### src/rtl/cordic_polar_to_rect_if.sv
`default_nettype none
// ============================================================================
// Module      : cordic_polar_to_rect_if
// Description : Start/done handshake and data bus for the polar-to-rect CORDIC.
// Revision    : 1.0 - initial release
// ============================================================================
interface cordic_polar_to_rect_if #(
    parameter int W = 16
);
    logic                  start;
    logic signed [W-1:0]   mag;
    logic signed [W-1:0]   angle;
    logic                  busy;
    logic                  done;
    logic signed [W+1:0]   x_out;
    logic signed [W+1:0]   y_out;

    modport master (output start, mag, angle, input busy, done, x_out, y_out);
    modport slave  (input start, mag, angle, output busy, done, x_out, y_out);
endinterface
`default_nettype wire

### src/rtl/cordic_polar_to_rect.sv
`default_nettype none
// ============================================================================
// Module      : cordic_polar_to_rect
// Description : Iterative rotation-mode CORDIC, (mag, angle) -> (r*cos, r*sin),
//               one micro-rotation per clock. Optional macro
//               CORDIC_GAIN_COMP_EN pre-scales x0 by K to remove CORDIC gain.
// Revision    : 1.0 - initial release
// ============================================================================
module cordic_polar_to_rect #(
    parameter int W    = 16,
    parameter int ITER = 16
) (
    input  wire logic              clk,
    input  wire logic              rst_n,
    cordic_polar_to_rect_if.slave  bus
);
    localparam int XW = W + 4;
    localparam int ZW = W + 1;
    localparam int OW = W + 2;

    localparam logic [1:0] S_IDLE = 2'd0;
    localparam logic [1:0] S_ITER = 2'd1;
    localparam logic [1:0] S_DONE = 2'd2;

    localparam logic signed [ZW-1:0] c_HALF_PI = ZW'(12868);
    localparam logic signed [ZW-1:0] c_PI      = ZW'(25736);
    localparam logic [3:0]           c_LAST    = 4'(ITER - 1);

    logic [1:0]              r_state;
    logic [3:0]              r_iter;
    logic signed [XW-1:0]    r_x, r_y;
    logic signed [ZW-1:0]    r_z;
    logic                    r_busy, r_done;
    logic signed [OW-1:0]    r_x_out, r_y_out;

    logic signed [ZW-1:0]    w_angle_ext, w_z0, w_atan, w_z_nx;
    logic signed [XW-1:0]    w_mag_ext, w_x_fold, w_x0;
    logic signed [XW-1:0]    w_xs, w_ys, w_x_nx, w_y_nx;
    logic                    w_neg;

    assign w_angle_ext = {bus.angle[W-1], bus.angle};
    assign w_mag_ext   = {{4{bus.mag[W-1]}}, bus.mag};

    // Fold angles beyond +/-pi/2 into range by rotating the start vector by pi.
    always_comb begin
        w_z0     = w_angle_ext;
        w_x_fold = w_mag_ext;
        if (w_angle_ext > c_HALF_PI) begin
            w_z0     = w_angle_ext - c_PI;
            w_x_fold = -w_mag_ext;
        end else if (w_angle_ext < -c_HALF_PI) begin
            w_z0     = w_angle_ext + c_PI;
            w_x_fold = -w_mag_ext;
        end
    end

`ifdef CORDIC_GAIN_COMP_EN
    localparam int PW = XW + 15;
    localparam logic signed [PW-1:0] c_K = PW'(9949);
    logic signed [PW-1:0] w_prod;
    assign w_prod = PW'(w_x_fold) * c_K;
    assign w_x0   = XW'(w_prod >>> 14);
`else
    assign w_x0   = w_x_fold;
`endif

    always_comb begin
        w_atan = '0;
        case (r_iter)
            4'd0:  w_atan = ZW'(6434);
            4'd1:  w_atan = ZW'(3798);
            4'd2:  w_atan = ZW'(2007);
            4'd3:  w_atan = ZW'(1019);
            4'd4:  w_atan = ZW'(511);
            4'd5:  w_atan = ZW'(256);
            4'd6:  w_atan = ZW'(128);
            4'd7:  w_atan = ZW'(64);
            4'd8:  w_atan = ZW'(32);
            4'd9:  w_atan = ZW'(16);
            4'd10: w_atan = ZW'(8);
            4'd11: w_atan = ZW'(4);
            4'd12: w_atan = ZW'(2);
            4'd13: w_atan = ZW'(1);
            4'd14: w_atan = ZW'(1);
            4'd15: w_atan = ZW'(0);
            default: w_atan = '0;
        endcase
    end

    assign w_xs   = r_x >>> r_iter;
    assign w_ys   = r_y >>> r_iter;
    assign w_neg  = r_z[ZW-1];
    assign w_x_nx = w_neg ? (r_x + w_ys) : (r_x - w_ys);
    assign w_y_nx = w_neg ? (r_y - w_xs) : (r_y + w_xs);
    assign w_z_nx = w_neg ? (r_z + w_atan) : (r_z - w_atan);

    always_ff @(posedge clk or negedge rst_n) begin
        if (!rst_n) begin
            r_state <= S_IDLE;
            r_iter  <= '0;
            r_x     <= '0;
            r_y     <= '0;
            r_z     <= '0;
            r_busy  <= 1'b0;
            r_done  <= 1'b0;
            r_x_out <= '0;
            r_y_out <= '0;
        end else begin
            r_done <= 1'b0;
            case (r_state)
                S_IDLE: begin
                    if (bus.start) begin
                        r_x     <= w_x0;
                        r_y     <= '0;
                        r_z     <= w_z0;
                        r_iter  <= '0;
                        r_busy  <= 1'b1;
                        r_state <= S_ITER;
                    end
                end
                S_ITER: begin
                    r_x <= w_x_nx;
                    r_y <= w_y_nx;
                    r_z <= w_z_nx;
                    if (r_iter == c_LAST) begin
                        r_busy  <= 1'b0;
                        r_state <= S_DONE;
                    end else begin
                        r_iter <= r_iter + 4'd1;
                    end
                end
                S_DONE: begin
                    r_done  <= 1'b1;
                    r_x_out <= OW'(r_x);
                    r_y_out <= OW'(r_y);
                    r_state <= S_IDLE;
                end
                default: r_state <= S_IDLE;
            endcase
        end
    end

    assign bus.busy  = r_busy;
    assign bus.done  = r_done;
    assign bus.x_out = r_x_out;
    assign bus.y_out = r_y_out;
endmodule
`default_nettype wire
### src/flat_wrapper.sv
// flat-port wrapper written by rule: the top's interface ports become plain ports
module cordic_polar_to_rect_flat 
#(
    parameter int W    = 16,
    parameter int ITER = 16
)
  (clk, rst_n, bus_start, bus_mag, bus_angle, bus_busy, bus_done, bus_x_out, bus_y_out);
  cordic_polar_to_rect_if #(.W(W)) bus_i ();
  input  wire logic clk;
  input  wire logic rst_n;
  input wire logic [$bits(bus_i.start)-1:0] bus_start;
  input wire logic [$bits(bus_i.mag)-1:0] bus_mag;
  input wire logic [$bits(bus_i.angle)-1:0] bus_angle;
  output wire logic [$bits(bus_i.busy)-1:0] bus_busy;
  output wire logic [$bits(bus_i.done)-1:0] bus_done;
  output wire logic [$bits(bus_i.x_out)-1:0] bus_x_out;
  output wire logic [$bits(bus_i.y_out)-1:0] bus_y_out;
  assign bus_i.start = bus_start;
  assign bus_i.mag = bus_mag;
  assign bus_i.angle = bus_angle;
  assign bus_busy = bus_i.busy;
  assign bus_done = bus_i.done;
  assign bus_x_out = bus_i.x_out;
  assign bus_y_out = bus_i.y_out;
  cordic_polar_to_rect #(.W(W), .ITER(ITER)) u_core (.clk(clk), .rst_n(rst_n), .bus(bus_i));
endmodule
### config.mk
export PLATFORM = sky130hd
export DESIGN_NAME = cordic_polar_to_rect_flat
export DESIGN_NICKNAME = d
export VERILOG_FILES = /design/src/rtl/cordic_polar_to_rect_if.sv /design/src/rtl/cordic_polar_to_rect.sv /design/src/flat_wrapper.sv
export SDC_FILE = /design/constraint.sdc
export NUM_CORES = 1
export LEC_CHECK = 0
export ABC_AREA = 1
export CORE_ASPECT_RATIO = 1.75
export CORE_MARGIN = 2
export CORE_UTILIZATION = 56
export DETAILED_ROUTE_END_ITERATION = 16
export PLACE_DENSITY = 0.79
export SLEW_MARGIN = 10
export SYNTH_ARGS = -nofsm -noshare
export SYNTH_HDL_FRONTEND = slang
export SYNTH_SLANG_ARGS = --single-unit
### constraint.sdc
create_clock -name clk -period 3.9 [get_ports clk]
set_input_delay 0.39 -clock clk [delete_from_list [all_inputs] [get_ports clk]]
set_output_delay 0.39 -clock clk [all_outputs]
set_load 0.03 [all_outputs]
# Word level (Yosys, flattened, before mapping)
# Memory sizes are Yosys's and may differ from the RTL's.
# Cells that the tools add are included.
[op_classes] n_addsub=10 multipliers=0 div=0 order_cmp=2 n_eq_ne=6 n_shift=2 muxes=23 n_bitwise=0 n_reduce_logical=6
[op_table] op="$mux 20" n=6
[op_table] op="$pmux 20 s2" n=2
[op_table] op="$mux 17" n=4
[op_table] op="$add 20x20->20" n=2
[op_table] op="$sshr 20x4->20" n=2
[op_table] op="$sub 20x20->20" n=2
[op_table] op="$pmux 17 s2" n=1
[op_table] op="$neg 16->20" n=1
[op_table] op="$add 16x16->17 const B" n=1
[op_table] op="$add 17x17->17" n=1
[op_table] op="$sub 16x16->17 const B" n=1
[op_table] op="$sub 17x17->17" n=1
[op_table] op="$gt 16x15->1 const B" n=1
[op_table] op="$lt 16x15->1 const B" n=1
[op_table] op="$mux 4" n=2
[op_table] op="$pmux 4 s2" n=1
[op_table] op="$reduce_and 3->1" n=2
[op_table] op="$add 4x1->4 const B" n=1
[op_table] op="$eq 4x4->1 const B" n=1
[op_table] op="$mux 2" n=2
[op_table] op="$ne 2x2->1 const B" n=2
[op_table] op="$pmux 2 s2" n=1
[op_table] op="$reduce_and 2->1" n=2
[op_table] op="$mux 1" n=3
[op_table] op="other kinds (6)" n=6
[totals] ff_bits=101 latch_bits=0 mem_bits_rw=0 romBits=208 input_bits=35 output_inout_bits=38 word_cells=59 mem_count=1
[memory_table] name="(name not given)" depth=16 word_bits=13 rd=1 rd_ports_with_merged_regs=0 wr=0 line_no="cordic_polar_to_rect.sv:69" rtl="case (r_iter)"

# Depth between registers and ports, before layout
# Gate-level depths: netlist (run 1).
[depth] ltp_word=5 mapped_depth=29 ltp_nobuf=27

# Worst setup path before layout (run 1)
# Ideal clock, no wire load.
[synth_timing] kind="register -> register" from="register u_core.r_iter[0]" to="register u_core.r_z[13]" setup_time_ps=117 arrival_time_ps=3744 required_ps=3783 setup_slack_ps=39 path_stages_with_launch=28 path_buffers=2 synth_period_minus_slack_ps=3861 cell_sequence="dfrtp_1 inv_2 buf_6 buf_6 ha_1 inv_1 o32ai_1 inv_1 ha_1 nand2_1 nor2_1 nor2_1 xor2_1 inv_1 ha_1 nand2_1 inv_1 a21oi_1 o21ai_0 a21boi_0 o21ai_0 nand3_1 nand2_1 nand2_1 nand3_1 nand2_1 nand2_1 nand2_1"
[synth_between] elab_chain_cells=4 word_cells_on_any_way=5 cone_classes="add/sub: 2; mux: 2; memory: 1"
[synth_rtl] element="start: declaration" line_no="cordic_polar_to_rect.sv:30" rtl="logic [3:0] r_iter;"
[synth_rtl] element="start signal: assignment" line_no="cordic_polar_to_rect.sv:129" rtl="r_iter <= r_iter + 4'd1;"
[synth_rtl] element="$mem_v2 16x13 (*)"
[synth_rtl] element="$sub 17x17->17 / $add 17x17->17 (equally long branches)" line_no="cordic_polar_to_rect.sv:95" rtl="assign w_z_nx = w_neg ? (r_z + w_atan) : (r_z - w_atan);"
[synth_rtl] element="$mux 17 (*)" line_no="cordic_polar_to_rect.sv:95"
[synth_rtl] element="$pmux 17 s2 (*)" line_no="cordic_polar_to_rect.sv:110" rtl="case (r_state)"
[synth_rtl] element="end signal: assignment" line_no="cordic_polar_to_rect.sv:115" rtl="r_z <= w_z0;"
[synth_rtl] element="end signal: assignment" line_no="cordic_polar_to_rect.sv:124" rtl="r_z <= w_z_nx;"
[synth_rtl] element="end: declaration" line_no="cordic_polar_to_rect.sv:32" rtl="logic signed [ZW-1:0] r_z;"
# Mark *: on every way between the ends. The rest lies on a longest branch, timed or not.
# A chain may end at the register's enable or synchronous reset.

# Worst setup path in the final report (run 1)
[layout_timing] from="register u_core.r_iter[0]" to="register u_core.r_y[18]"
[layout_between] elab_chain_cells=4 word_cells_on_any_way=5 cone_classes="add/sub: 2; shift: 1; mux: 2"
[layout_rtl] element="$sshr 20x4->20 (*)" line_no="cordic_polar_to_rect.sv:90" rtl="assign w_xs = r_x >>> r_iter;"
[layout_rtl] element="$add 20x20->20 / $sub 20x20->20 (equally long branches)" line_no="cordic_polar_to_rect.sv:94" rtl="assign w_y_nx = w_neg ? (r_y - w_xs) : (r_y + w_xs);"
[layout_rtl] element="$mux 20 (*)" line_no="cordic_polar_to_rect.sv:94"
[layout_rtl] element="$pmux 20 s2 (*)" line_no="cordic_polar_to_rect.sv:110"
[layout_rtl] element="end signal: assignment" line_no="cordic_polar_to_rect.sv:123" rtl="r_y <= w_y_nx;"
[layout_rtl] element="end: declaration" line_no="cordic_polar_to_rect.sv:31" rtl="logic signed [XW-1:0] r_x, r_y;"
# Marked as above.

==> results of run 1 <==
==> metal layers <==
| metal | up-vias | wire, µm |
|---|---|---|
| met1 | 6516 | 15530 |
| met4 | 4 | 4686 |
| met5 | - | 92 |
| li1 | 6285 | - |
| met3 | 306 | 4569 |
| met2 | 770 | 22990 |
==> state kept, by name (all words and copies together) (netlist names) <==
name and count:
u_core.r_z 17, u_core.bus.done 1, u_core.r_state 2, u_core.bus.busy 1, u_core.r_iter 4, u_core.r_x 20, u_core.r_y 20, u_core.bus.y_out 18
u_core.bus.x_out 18
==> cell type report <==
cell class	instances	area share, %
Multi-Input combinational cell	1364	56.26
Timing Repair Buffer	347	19.08
Sequential cell	101	16.46
Inverter	170	4.276
Tap cell	241	1.963
Clock buffer	9	1.466
Clock inverter	7	0.4887
==> worst paths after layout <==
kind | end | start | depth (start not counted)
setup / recovery | u_core.r_y[18] | u_core.r_iter[0] | 24
hold / removal | u_core.bus.y_out[15] | rst_n | 1
setup reg to reg | u_core.r_y[18] | u_core.r_iter[0] | 24
hold reg to reg | u_core.bus.x_out[6] | u_core.bus.x_out[6] | 2
max in group asynchronous | u_core.r_iter[0] | rst_n | 2
min in group clk | u_core.bus.x_out[6] | u_core.bus.x_out[6] | 2
==> repair_timing <==
item,in CTS,in global routing
pin swaps,48,89
hold endpoints to repair,0,0
cloned,2,0
resized for setup,119,191
buffers inserted,23,19
endpoints found under the setup margin,22,36
==> logic make-up (layout without fill, tap and decap cells) <==
kind of cell | Yosys count | count (layout) | synth area share (%)
AO/OA/AOI/OAI | 352 | 352 | 18.25
XOR/XNOR | 71 | 71 | 5.705
adder cells (fa/ha/maj) | 74 | 74 | 8.701
buffers and inverters | 239 | 533 | 9.252
flip-flops | 101 | 101 | 23.19
AND/OR/NAND/NOR | 867 | 867 | 34.91
==> metrics by stage <==
stage,area (µm²),hold slack [ns]
floorplan,10900,0.09441
global placement,13390,0.4525
detailed placement,13390,0.4586
CTS,14440,0.2368
global route,15360,0.2669
finish,15360,0.1940
==> synth_stat cells (all sizes together), types with 21 or more instances <==
cell,number,area share (%)
buf,45,2.6
nor3,24,1.4
nand3,186,8.8
o22ai,21,1.2
nand2,464,16
xnor2,26,2.1
clkbuf,24,0.83
ha,71,8.1
nand4,22,1.3
dfrtp,101,23
a21oi,117,5.6
inv,169,5.8
o21ai,146,6.9
nor2,151,5.6
xor2,45,3.6
a31oi,24,1.4
==> worst register-to-register path: stages, from the launching register on <==
cell,delay [ns]
dfrtp_2,0.45
buf_12,0.16
buf_4,0.14
o21ai_1,0.23
nand2_1,0.13
nand3_1,0.13
nand2_2,0.07
buf_4,0.13
nand2_1,0.06
nand2_2,0.09
a21oi_2,0.14
nand2_1,0.10
nor4_4,0.37
nand2_1,0.11
nand2_1,0.10
xor2_1,0.08
ha_1,0.41
nand2_2,0.13
nor4_4,0.48
buf_4,0.21
nand4_1,0.11
nand3_2,0.12
a21oi_2,0.06
o21ai_1,0.14
o21ai_1,0.08
==> impl_metrics.csv, run 1 <==
group,metric,value,unit
die,initial_core_util,57.03,%
global_route,grtUsageMet2,72.65,%
cells_and_area,fin_cells,2239,
synth,ys.flop_type,"dfrtp_1",
synth,synth_fp_nets,1813,
run,drv_cap,0,
setup_path,timing.critical_path.buf_inv,4,
timing,tns,-2.567,ns
clock_network,cts_hold_buf,0,
timing,setup_viol,18,
cells_and_area,fillers,1350,
setup_path,cpMostUsedCell,"nand2_1",
run_status,status,"finished, violations left",
setup_path,slowest_delay,0.48,ns
clock_network,h-tree-depth,3,
drt,initialDrtViolationCount,1479,
cells_and_area,post-route-util,80.37,%
die,die_height,188.6,µm
die,die_x,109.5,µm
setup_path,worstSetupPathType,"flop to flop",
drt,firstDrtPassIters,8,
cells_and_area,layout_common_cells,"nand2_1, buf_4, nand3_1",
setup_path,worstPathArrival,4.62,ns
run_status,violations,"negative setup slack",
placement,dp_slack,-0.3461,ns
global_route,grt-ovfl-total,0,
drt,vias,13880,
clock_network,clock_latency,0.40,ns
cells_and_area,multi_input_area,8642,µm²
synth,synth-warning-count,0,
clock_network,cts_buffers,9,
timing,fin_skew,0.01601,ns
timing,tightest_slew,1.124,ns
setup_path,ff2ff_setup_slack,-0.46,ns
drt,wl_per_cell,21.38,µm
clock_network,cts_tree,"done",
timing,hold_viol_final,0,
global_route,top_usage_layer,"met2",
global_route,grtUsageTotal,43.44,%
global_route,antenna_found_initial,0,
synth,async_flop_share,100.0,%
placement,hpwl,31.50,mm
cells_and_area,layout_commonest_cell,"nand2_1",
setup_path,startpoint_type,"flop",
setup_path,cp.required,4.16,ns
synth,synth_edf_count,0,
timing,setup_slack,-0.4581,ns
placement,routabilityCongestion,1.059,
cells_and_area,layout-drive-gt1-share,28.68,%
synth,yosysUniqueCellTypes,54,
placement,io_buffers,72,
timing,fmax,0.2295,GHz
drt,post-route-drc-count,0,
drt,ant_nets,0,
setup_path,cp_slowest_cell,"nor4_4",
synth,netlist_area,10900,µm²
global_route,grt_use_met3,13.80,%
setup_path,path_cells,"buf_12, buf_4, o21ai_1, nand2_1, nand3_1, nand2_2, buf_4, nand2_1, nand2_2, a21oi_2, nand2_1, nor4_4, nand2_1, nand2_1, xor2_1, ha_1, nand2_2, nor4_4, buf_4, nand4_1, nand3_2, a21oi_2, o21ai_1, o21ai_1",
timing,max_slew_margin,25.03,%
setup_path,crit_family,"simple AND/OR/NAND/NOR gates",
timing,fin_crit_sh,111.7,%
setup_path,setup.worst_path.end_class,"flop",
global_route,grt_pass1_wl,68.41,mm
global_route,grt_pass1_vias,13440,
synth,ys_seq_elements,101,
synth,synth.yosys.seq_area_share,23.19,%
die,pin_count,73,
drt,via_per_inst,6.200,
clock_network,clock_sinks,101,
cells_and_area,seq_area,2529,µm²
die,fp-row-count,67,
min_path,hold_path.class,"input port to asynchronous set/reset pin",
global_route,grt_max_degree,78,
timing,fin_crit,4.358,ns
placement,dpl.cell_count,2184,
die,core_area,19110,µm²
synth,synth_area_per_cell,6.397,µm²
cells_and_area,nets,2102,
clock_network,clk_pin_slew,0.08,ns
setup_path,worst-path-max-fanout,8,
global_route,use_met1,42.50,%
drt,drt-total-wl,47.87,mm
synth,synthCells,1704,
clock_network,clockBufferDepth,2,
cells_and_area,diodes,0,
clock_network,clockRootBuffer,"clkbuf_16",
die,dieArea,20640,µm²
timing,rsz0062_at_grt,"true",
timing,drv_slew,0,
cells_and_area,area_delta_synth_final,40.92,%
Power of run 1 is not shown: default switching activity piles up to over one toggle a cycle in this logic, so the estimate is an artifact.
==> run 2, diff against run 1 <==
Settings changed: CAP_MARGIN from default to 20.
==> impl_metrics.csv, run 2 (synthesis results as in run 1) <==
group,metric,value,unit
run_status,status,"finished, violations left",
run_status,violations,"negative hold slack, negative setup slack",
cells_and_area,reg_top3,"u_core.r_x x20, u_core.r_y x20",
clock_network,cts_buffers,9,
setup_path,worst-path-max-fanout,8,
clock_network,cts_hold_buf,0,
cells_and_area,area_delta_synth_final,41.10,%
clock_network,h-tree-depth,3,
global_route,grtUsageTotal,43.44,%
die,core_area,19110,µm²
placement,dpl.cell_count,2184,
min_path,hold_path.class,"input port to asynchronous set/reset pin",
timing,tightest_slew,1.013,ns
timing,fin_crit_sh,111.3,%
placement,routabilityCongestion,1.059,
die,die_height,188.6,µm
cells_and_area,layout_common_cells,"nand2_1, buf_4, nand3_1",
drt,ant_nets,0,
clock_network,cts_tree,"done",
setup_path,r2r_end,"u_core.r_y[18]",
cells_and_area,layout-drive-gt1-share,28.71,%
timing,rsz0062_at_grt,"true",
cells_and_area,diodes,0,
drt,wl_per_cell,21.63,µm
clock_network,clock_sinks,101,
timing,setup_slack,-0.4423,ns
global_route,grt-ovfl-total,0,
setup_path,worstPathArrival,4.60,ns
timing,fin_crit,4.342,ns
timing,hold_ws,-0.03521,ns
drt,vias,13920,
timing,hold_viol_final,31,
timing,tns,-3.778,ns
setup_path,cp.required,4.16,ns
die,die_x,109.5,µm
global_route,grt_pass1_wl,68.41,mm
timing,drv_slew,0,
cells_and_area,nets,2103,
global_route,grt_max_degree,78,
clock_network,clockBufferDepth,2,
timing,fmax,0.2303,GHz
die,pin_count,73,
die,initial_core_util,57.03,%
drt,initialDrtViolationCount,1578,
placement,hpwl,31.50,mm
global_route,grt_pass1_vias,13440,
setup_path,startpoint_type,"flop",
setup_path,worstSetupPathType,"flop to flop",
run,drv_cap,0,
timing,setup_viol,23,
setup_path,crit_end,"u_core.r_y[18]",
timing,fin_skew,0.01546,ns
timing,max_slew_margin,32.35,%
die,dieArea,20640,µm²
setup_path,setup.worst_path.end_class,"flop",
placement,io_buffers,72,
cells_and_area,fin_cells,2240,
drt,post-route-drc-count,0,
drt,via_per_inst,6.216,
clock_network,clockRootBuffer,"clkbuf_16",
cells_and_area,post-route-util,80.47,%
setup_path,r2r_start,"u_core.r_iter[0]",
cells_and_area,layout_commonest_cell,"nand2_1",
clock_network,clock_latency,0.40,ns
drt,firstDrtPassIters,6,
setup_path,ff2ff_path_depth,24,
placement,dp_slack,-0.3461,ns
setup_path,crit_start,"u_core.r_iter[0]",
setup_path,ff2ff_setup_slack,-0.44,ns
clock_network,clk_pin_slew,0.09,ns
global_route,antenna_found_initial,2,
die,fp-row-count,67,
drt,drt-total-wl,48.45,mm
run 2: worst max-delay path, cell delays in order (launching register included):
cell     delay (ns)
dfrtp_2        0.44
buf_12         0.16
buf_4          0.14
o21ai_1        0.23
nand2_1        0.12
nand3_1        0.13
nand2_2        0.07
buf_4          0.13
nand2_1        0.07
nand2_2        0.09
a21oi_2        0.14
nand2_1        0.11
nor4_4         0.36
nand2_1        0.11
nand2_1        0.10
xor2_1         0.08
ha_1           0.41
nand2_2        0.13
nor4_4         0.47
buf_4          0.20
nand4_1        0.12
nand3_2        0.13
a21oi_2        0.06
o21ai_1        0.14
o21ai_1        0.08
run 2: what timing repair did:
action | 4_1_cts | 5_1_grt
setup buffers | 23 | 19
setup endpoints to repair | 22 | 36
pin swaps | 48 | 89
gates resized for setup | 119 | 191
gates cloned | 2 | 0
run 2: worst min-delay path by stage:
stage,start,endpoint,slack (ns),cells past startpoint
after global placement,u_core.bus.y_out[16],u_core.bus.y_out[16],0.45,2
final,rst_n,u_core.bus.y_out[15],-0.04,1
after detailed placement,u_core.bus.x_out[6],u_core.bus.x_out[6],0.46,2
after floorplan,rst_n,u_core.bus.busy,0.09,0
after global routing,rst_n,u_core.bus.y_out[15],-0.005,1
after CTS,rst_n,u_core.bus.done,0.24,1
run 2: layer usage:
| metal | up-vias | routed length, µm | GRT usage (%) |
|---|---|---|---|
| met5 | - | 53 | 0 |
| met2 | 788 | 23000 | 72.65 |
| met4 | 4 | 4813 | 35.64 |
| li1 | 6284 | - | - |
| met3 | 320 | 4921 | 13.80 |
| met1 | 6527 | 15670 | 42.50 |
run 2: area by class of cell:
type                    instances  area, µm²
multi-input cells            1364       8642
repair buffers                348       2952
well taps                     241      301.5
clock inverters                 7      75.07
inverters                     170      656.9
fillers                      1348       3732
flip-flops and latches        101       2529
clock buffers                   9      225.2
run 2: per-stage QoR:
stage                     cell area (µm²)  hold slack [ns]
after global placement              13390           0.4525
after global routing                15380        -0.004901
after CTS                           14440           0.2368
after floorplan                     10900          0.09441
after detailed placement            13390           0.4586
final                               15380         -0.03521
Power of run 2 is left out for the same reason.
